## config.mk

```make
export PLATFORM = sky130hd
export DESIGN_NAME = reram_xbar_arbiter
export DESIGN_NICKNAME = d
export VERILOG_FILES = /design/src/rtl/reram_xbar_arbiter.sv
export SDC_FILE = /design/constraint.sdc
export NUM_CORES = 1
export LEC_CHECK = 0
export CORE_ASPECT_RATIO = 1.2
export CORE_UTILIZATION = 30
export CTS_CLUSTER_DIAMETER = 40
export DETAILED_ROUTE_END_ITERATION = 7
export PLACE_DENSITY_LB_ADDON = 0.15
export RECOVER_POWER = 50
export SETUP_SLACK_MARGIN = 0.5
export SYNTH_ARGS = -nofsm -noshare
export SYNTH_HDL_FRONTEND = slang
export SYNTH_SLANG_ARGS = --single-unit
```

## constraint.sdc

```tcl
create_clock -name clk_i -period 3.8 [get_ports clk_i]
set_input_delay 0.57 -clock clk_i [delete_from_list [all_inputs] [get_ports clk_i]]
set_output_delay 0.57 -clock clk_i [all_outputs]
set_load 0.02 [all_outputs]
```

## src/rtl/reram_xbar_arbiter.sv

```systemverilog
// reram_xbar_arbiter: round-robin arbiter that shares one ReRAM crossbar
// compute port between NUM_REQ requesters. Only one crossbar op is in
// flight at a time. Each op issues a one-cycle compute pulse and then waits
// for the crossbar result or a timeout. The result goes back to the
// requester that was granted.
module reram_xbar_arbiter #(
  parameter int NUM_REQ = 4,
  parameter int IDX_W   = 16,
  parameter int DATA_W  = 16,
  parameter int TIMEOUT = 255,
  parameter int GNT_W   = 2
) (
  input  logic                       clk_i,
  input  logic                       rst_ni,
  input  logic [NUM_REQ-1:0]         req_valid_i,
  input  logic [NUM_REQ*IDX_W-1:0]   req_idx_i,
  output logic [NUM_REQ-1:0]         req_ready_o,
  output logic [NUM_REQ-1:0]         rsp_valid_o,
  output logic signed [DATA_W-1:0]   rsp_data_o,
  output logic                       rsp_err_o,
  output logic                       xbar_compute_o,
  output logic [IDX_W-1:0]           xbar_input_idx_o,
  input  logic signed [DATA_W-1:0]   xbar_result_i,
  input  logic                       xbar_valid_i,
  output logic                       busy_o,
  output logic [GNT_W-1:0]           grant_id_o
);

  // The WAIT counter only ever reaches TIMEOUT-1 before the op leaves WAIT.
  localparam int CNT_W = (TIMEOUT > 2) ? $clog2(TIMEOUT) : 1;

  typedef enum logic [1:0] {
    ST_IDLE,
    ST_ISSUE,
    ST_WAIT,
    ST_RESP
  } state_e;

  state_e                     state_q;
  logic [GNT_W-1:0]           ptr_q;
  logic [GNT_W-1:0]           grant_id_q;
  logic [CNT_W-1:0]           cnt_q;
  logic [NUM_REQ-1:0]         req_ready_q;
  logic [NUM_REQ-1:0]         rsp_valid_q;
  logic signed [DATA_W-1:0]   rsp_data_q;
  logic                       rsp_err_q;
  logic                       xbar_compute_q;
  logic [IDX_W-1:0]           xbar_input_idx_q;
  logic                       busy_q;

  logic [GNT_W-1:0]           sel_d;
  logic                       any_req;
  logic [GNT_W:0]             cand_sum;
  logic [GNT_W-1:0]           cand;
  logic [IDX_W-1:0]           req_idx_arr [NUM_REQ];

  // Split the packed index bus into one entry per requester.
  for (genvar i = 0; i < NUM_REQ; i++) begin : g_unpack
    assign req_idx_arr[i] = req_idx_i[i*IDX_W +: IDX_W];
  end

  assign any_req = |req_valid_i;

  function automatic logic [NUM_REQ-1:0] onehot(input logic [GNT_W-1:0] i);
    logic [NUM_REQ-1:0] v;
    v    = '0;
    v[i] = 1'b1;
    return v;
  endfunction

  // Round-robin search from pointer+1 with wraparound. The first requester
  // found is the winner.
  always_comb begin
    sel_d    = ptr_q;
    cand_sum = '0;
    cand     = '0;
    for (int off = NUM_REQ; off >= 1; off--) begin
      cand_sum = {1'b0, ptr_q} + (GNT_W+1)'(off);
      if (cand_sum >= (GNT_W+1)'(NUM_REQ)) begin
        cand_sum = cand_sum - (GNT_W+1)'(NUM_REQ);
      end
      cand = cand_sum[GNT_W-1:0];
      if (req_valid_i[cand]) begin
        sel_d = cand;
      end
    end
  end

  // Single FSM that drives every output from a register.
  // Pulse outputs default low and are raised for exactly one cycle.
  always_ff @(posedge clk_i or negedge rst_ni) begin
    if (!rst_ni) begin
      state_q          <= ST_IDLE;
      ptr_q            <= GNT_W'(NUM_REQ-1);
      grant_id_q       <= '0;
      cnt_q            <= '0;
      req_ready_q      <= '0;
      rsp_valid_q      <= '0;
      rsp_data_q       <= '0;
      rsp_err_q        <= 1'b0;
      xbar_compute_q   <= 1'b0;
      xbar_input_idx_q <= '0;
      busy_q           <= 1'b0;
    end else begin
      req_ready_q    <= '0;
      rsp_valid_q    <= '0;
      xbar_compute_q <= 1'b0;
      unique case (state_q)
        ST_IDLE: begin
          if (any_req) begin
            ptr_q            <= sel_d;
            grant_id_q       <= sel_d;
            req_ready_q      <= onehot(sel_d);
            xbar_compute_q   <= 1'b1;
            xbar_input_idx_q <= req_idx_arr[sel_d];
            busy_q           <= 1'b1;
            state_q          <= ST_ISSUE;
          end
        end
        ST_ISSUE: begin
          cnt_q   <= '0;
          state_q <= ST_WAIT;
        end
        ST_WAIT: begin
          if (xbar_valid_i) begin
            rsp_data_q  <= xbar_result_i;
            rsp_err_q   <= 1'b0;
            rsp_valid_q <= onehot(grant_id_q);
            state_q     <= ST_RESP;
          end else if (cnt_q == CNT_W'(TIMEOUT-1)) begin
            rsp_data_q  <= '0;
            rsp_err_q   <= 1'b1;
            rsp_valid_q <= onehot(grant_id_q);
            state_q     <= ST_RESP;
          end else begin
            cnt_q <= cnt_q + CNT_W'(1);
          end
        end
        ST_RESP: begin
          busy_q  <= 1'b0;
          state_q <= ST_IDLE;
        end
        default: begin
          state_q <= ST_IDLE;
        end
      endcase
    end
  end

  assign req_ready_o      = req_ready_q;
  assign rsp_valid_o      = rsp_valid_q;
  assign rsp_data_o       = rsp_data_q;
  assign rsp_err_o        = rsp_err_q;
  assign xbar_compute_o   = xbar_compute_q;
  assign xbar_input_idx_o = xbar_input_idx_q;
  assign busy_o           = busy_q;
  assign grant_id_o       = grant_id_q;

endmodule

```

==> After elaboration in Yosys (flattened, before gate mapping) <==
Cells that the tools add are included.
{ "word_totals": {"output_inout_bits": 45, "elab_cells": 97, "ff_bits": 57, "inputBits": 87} }
{ "op_classes": {"muxes": 43, "n_addsub": 9, "order_cmp": 13, "bitwise_logic": 1, "n_reduce_logical": 12, "n_eq_ne": 8} }
{ "op_table": {"columns": ["cell", "n"], "rows": [
  ["$mux 16", 4],
  ["$bmux 16 s2", 1],
  ["$mux 2", 11],
  ["$mux 4", 5],
  ["$lt 2x3->1 const B", 6],
  ["$mux 8", 2],
  ["$pmux 8 s2", 1],
  ["$ge 3x3->1 const B", 5],
  ["$mux 1", 11],
  ["$add 8x1->8 const B", 1],
  ["$bmux 1 s2", 4],
  ["$eq 8x8->1 const B", 1],
  ["$pmux 2 s4", 1],
  ["$reduce_and 2->1", 4],
  ["$sub 2x1->2 const B", 4],
  ["$add 2x2->3 const B", 2],
  ["$ne 2x2->1 const B", 3],
  ["$reduce_bool 2->1", 3],
  ["$demux 1 s2", 2],
  ["$eq 2x2->1 const B", 2],
  ["$ge 2x1->1 const B", 2],
  ["$reduce_or 4->1", 1],
  ["$add 2x1->3 const B", 1],
  ["$add 2x3->3 const B", 1],
  ["7 further kinds", 8]
]} }

==> Depth between registers and ports, before layout <==
{ "logic_depth": {"word_depth": 15, "ltp_mapped": 8} }

==> Least setup slack after synthesis <==
Ideal clock, no wire load.
{ "synth_timing": {"path_kind": "flip-flop to flip-flop", "start": "register ptr_q[1]", "end": "register xbar_input_idx_q[0], in the netlist xbar_input_idx_o[0]", "setup_time_ps": 132, "path_slack_ps": 1834, "arrival_ps": 1834, "required_ps": 3668, "path_stages_with_launch": 8, "path_buffers": 3, "path_cell_list": "dfstp_2 > buf_6 > mux2_4 > a222oi_1 > buf_6 > buf_12 > mux2i_1 > o221ai_2"} }
{ "synth_via": {"elab_chain_cells": 13, "word_cells_on_any_way": 32, "cone_classes": "add/sub: 8; order compare: 4; mux: 19; bitwise: 1"} }
{ "synth_rtl": {"columns": ["element", "line", "rtl"], "rows": [
  ["start, declared", "40", "logic [GNT_W-1:0] ptr_q;"],
  ["start signal, assigned", "94", "ptr_q <= GNT_W'(NUM_REQ-1);"],
  ["start signal, assigned", "111", "ptr_q <= sel_d;"],
  ["$add 2x3->3", "78", "cand_sum = {1'b0, ptr_q} + (GNT_W+1)'(off);"],
  ["$ge 3x3->1 / $sub 2x1->2 (equally long branches)", "79, 80", null],
  ["$mux 2", "79", "if (cand_sum >= (GNT_W+1)'(NUM_REQ)) begin"],
  ["$bmux 1 s2", "83", "if (req_valid_i[cand]) begin"],
  ["$mux 1 (not written as such)", "83", null],
  ["$mux 2 (3 in series)", "83", null],
  ["$mux 2 *", "83", null],
  ["$not 2->3 (not written as such) *", "115", "xbar_input_idx_q <= req_idx_arr[sel_d];"],
  ["$bmux 16 s2 *", "115", null],
  ["$mux 16 (not written as such) * (2 in series)", "115", null],
  ["end signal, assigned", "115", null],
  ["end, declared", "48", "logic [IDX_W-1:0] xbar_input_idx_q;"]
]} }
Every way passes the cells marked *; elsewhere a longest branch is shown, timed or not. The select of a mux whose other input is x is not followed.
A chain may end at the register's enable or synchronous reset.

==> metrics.yaml <==
rsz0062_at_grt: "false"
critPathSlowestCell: "clkbuf_1"
worst_path_most_repeated_cell: "clkbuf_1"
grt_pass1_wl_mm: 11.4
final_nets: 466
critical_path_class: "in -> async"
holdBufCountCts: 0
tightest_slew_ns: 2.20
reg2reg_depth: 5
synth-edff-count: 0
power.total_mw: 3.28
cp.arrival_ns: 2.90
synth_top_area_share: 0.485
fill_cells: 878
gp_congestion: 0.769
min_delay_worst_endpoint: "cnt_q[6]"
max_slew_margin: -0.467
clk-insertion-delay-late_ns: 0.33
hold_path.class: "reg -> reg"
antennaDiodeCount: 0
drive_above_1_share: 0.103
area_growth_syn_to_layout_pct: 55.3
rows: 38
vias: 2366
ys_types: 40
synth_top_cells_by_area: "dfrtp_1, mux2i_1, o221ai_2, a22o_1, nand2_1"
setup_violations: 0
place_ws_ns: 1.12
critPathRequiredTime_ns: 4.13
cp_num_buf_inv: 2
drc: 0
root_buffer: "clkbuf_8"
viasPerCell: 4.75
hold_depth: 1
start_kind: "primary input"
final-hold-violation-count: 0
placed_cells: 482
syn_inst: 240
grtUsageTotal: 0.148
status: "complete, but fails checks"
failed_checks: "capacitance limit, slew limit"
rr_endpoint: "xbar_input_idx_o[6]"
slowest_delay_ns: 1.54
synthFlopType: "dfrtp_1"
grt_max_degree: 42
drv_cap: 1
drtIter0Drc: 97
io_buffer_count: 131
end_kind: "asynchronous set/reset pin"
routed_wl_mm: 7.13
yosys_register_bits: 57
multiInputGateArea_um2: 1260
antenna_found_initial: 0
pwr_density_cell_nw_per_um2: 744
seqCellArea_um2: 1430
instances_no_fill: 498
drtAntennaViolNets: 0
grt_overflow: 0
min-delay-start: "cnt_q[6]"
setup_tns_ns: 0
final-max-slew-violation-count: 42
cp_max_fo: 41
r2r-start: "ptr_q[1]"
dp_hpwl_mm: 5.20
timing.final.crit_period_ns: 2.57
yosys_warnings: 0
clockBufferDepth: 2
syn_avg_cell_area_um2: 11.8
fin_ws_ns: 1.23
fp.dieW_um: 90.8
h-tree-depth: 3
synth-async-reset-ratio: 1.00
cts_resized: 0
max_freq_mhz: 389
crit_family: "buffers and inverters"
fin_worst_skew_ns: 0.00828
ir_worst_vdd_mv: 0.334
die_y_um: 109
clkTransAtPathRegs_ns: 0.06
place_area_um2: 4220
grt_pass1_vias: 2362
cts_buffers: 9
core_region_area_um2: 9130
cts.sinks: 57
fin_crit_sh: 0.676
synth_top_area_cell: "dfrtp_1"
synth_area_um2: 2840
path_cells: "clkbuf_1 > clkbuf_1"
drtPass1Iterations: 5
initial_core_util: 0.311
cts_setup_buffers: 0
seq_area_frac_synth: 0.504
rrSetupSlack_ns: 1.59
cts_tree: "built"
final_area_um2: 4410
wire_per_inst_um: 14.3
syn-num-nets: 333
io-pin-count: 132
p_leak_nw: 1.90
die_area_um2: 9850
-- metrics by stage --
| step | utilization | hold WS, ns |
|---|---|---|
| finish | 0.483 | 0.489 |
| floorplan | - | 0.274 |
| global route | 0.483 | 0.501 |
| CTS | 0.484 | 0.406 |
| detailed placement | 0.462 | 0.470 |
| global placement | 0.462 | 0.473 |
-- state kept, by name (all words and copies together) (netlist names) --
signal / flops
grant_id_o: 2
cnt_q: 8
xbar_input_idx_o: 16
rsp_err_o: 1
xbar_compute_o: 1
req_ready_o: 4
busy_o: 1
rsp_valid_o: 4
rsp_data_o: 16
ptr_q: 2
state_q: 2
-- worst max-delay path by stage --
stage	start	end	slack, ns	cells past startpoint
floorplan	ptr_q[1]	xbar_input_idx_o[0]	1.83	7
global placement	req_valid_i[3]	xbar_input_idx_o[12]	1.22	6
detailed placement	req_valid_i[1]	xbar_input_idx_o[3]	1.12	7
CTS	req_valid_i[1]	xbar_input_idx_o[3]	1.49	7
global route	rst_ni	cnt_q[4]	0.68	2
finish	rst_ni	cnt_q[4]	1.23	2
-- cell usage after synthesis (3+ instances only) --
cell type and count:
a21oi_1 4, a22o_1 16, and3_1 3, buf_4 3, clkbuf_1 4, dfrtp_1 55
ha_1 6, inv_1 6, mux2i_1 33, nand2_1 27, nand3_1 3, nor2_1 16
o21ai_0 11, o221ai_2 16
-- cell usage in the layout, fill, tap and decap left out, types with 2 or more instances in the layout --
master           netlist  final
clkbuf_8               0     10
nand4_1                2      2
nor3_1                 2      2
o221ai_2              16     16
nand2b_1               2      2
dfrtp_1               55     55
nand3_1                3      3
clkinv_2               0      2
mux2i_1               33     33
inv_1                  6      6
xnor2_1                2      2
buf_4                  3      2
clkdlybuf4s50_1        0    129
dfstp_2                2      2
o21ai_0               11     12
nor2b_1                2      2
nor3b_1                2      2
nand2_1               27     27
nor2_1                16     16
clkinvlp_4             0      2
o21a_1                 2      2
ha_1                   6      6
clkbuf_1               4      4
a21oi_1                4      4
a22o_1                16     16
and3_1                 3      3
-- power breakdown --
| part | leakage [nW] | total (mW) | switching (mW) | internal, mW |
|---|---|---|---|---|
| sequential | 0.723 | 1.01 | 0.154 | 0.855 |
| combinational | 1.09 | 1.71 | 0.872 | 0.834 |
| clock | 0.0953 | 0.562 | 0.244 | 0.318 |
-- layer usage --
metal | vias to the layer above | GRT usage | share of wire | wire length (um)
met5 | - | 0 | 0 | 0
met3 | 8 | 0.0506 | 0.081 | 576
met4 | 0 | 0.0553 | 0.0091 | 65
met2 | 100 | 0.243 | 0.47 | 3320
met1 | 1112 | 0.181 | 0.44 | 3170
li1 | 1146 | - | - | -
-- kinds of logic (layout without fill, tap and decap cells) --
| family | Yosys count | count (layout) | share of synthesized area |
|---|---|---|---|
| and+or+nand+nor | 63 | 63 | 0.100 |
| buffers and inverters | 21 | 159 | 0.0534 |
| adders and majority gates | 6 | 6 | 0.0265 |
| DFF | 57 | 57 | 0.504 |
| AOI/OAI and AO/OA | 57 | 57 | 0.188 |
| xor gates and xnor gates | 2 | 2 | 0.00618 |
| muxes | 34 | 34 | 0.122 |
-- layout make-up --
type                            count  area share
Timing Repair Buffer              136       0.306
Sequential cell                    57       0.324
Multi-Input combinational cell    162       0.285
Tap cell                          120      0.0341
Clock buffer                       11      0.0321
Inverter                            7     0.00596
Clock inverter                      5      0.0125
Power figures use the tool's default switching activity.
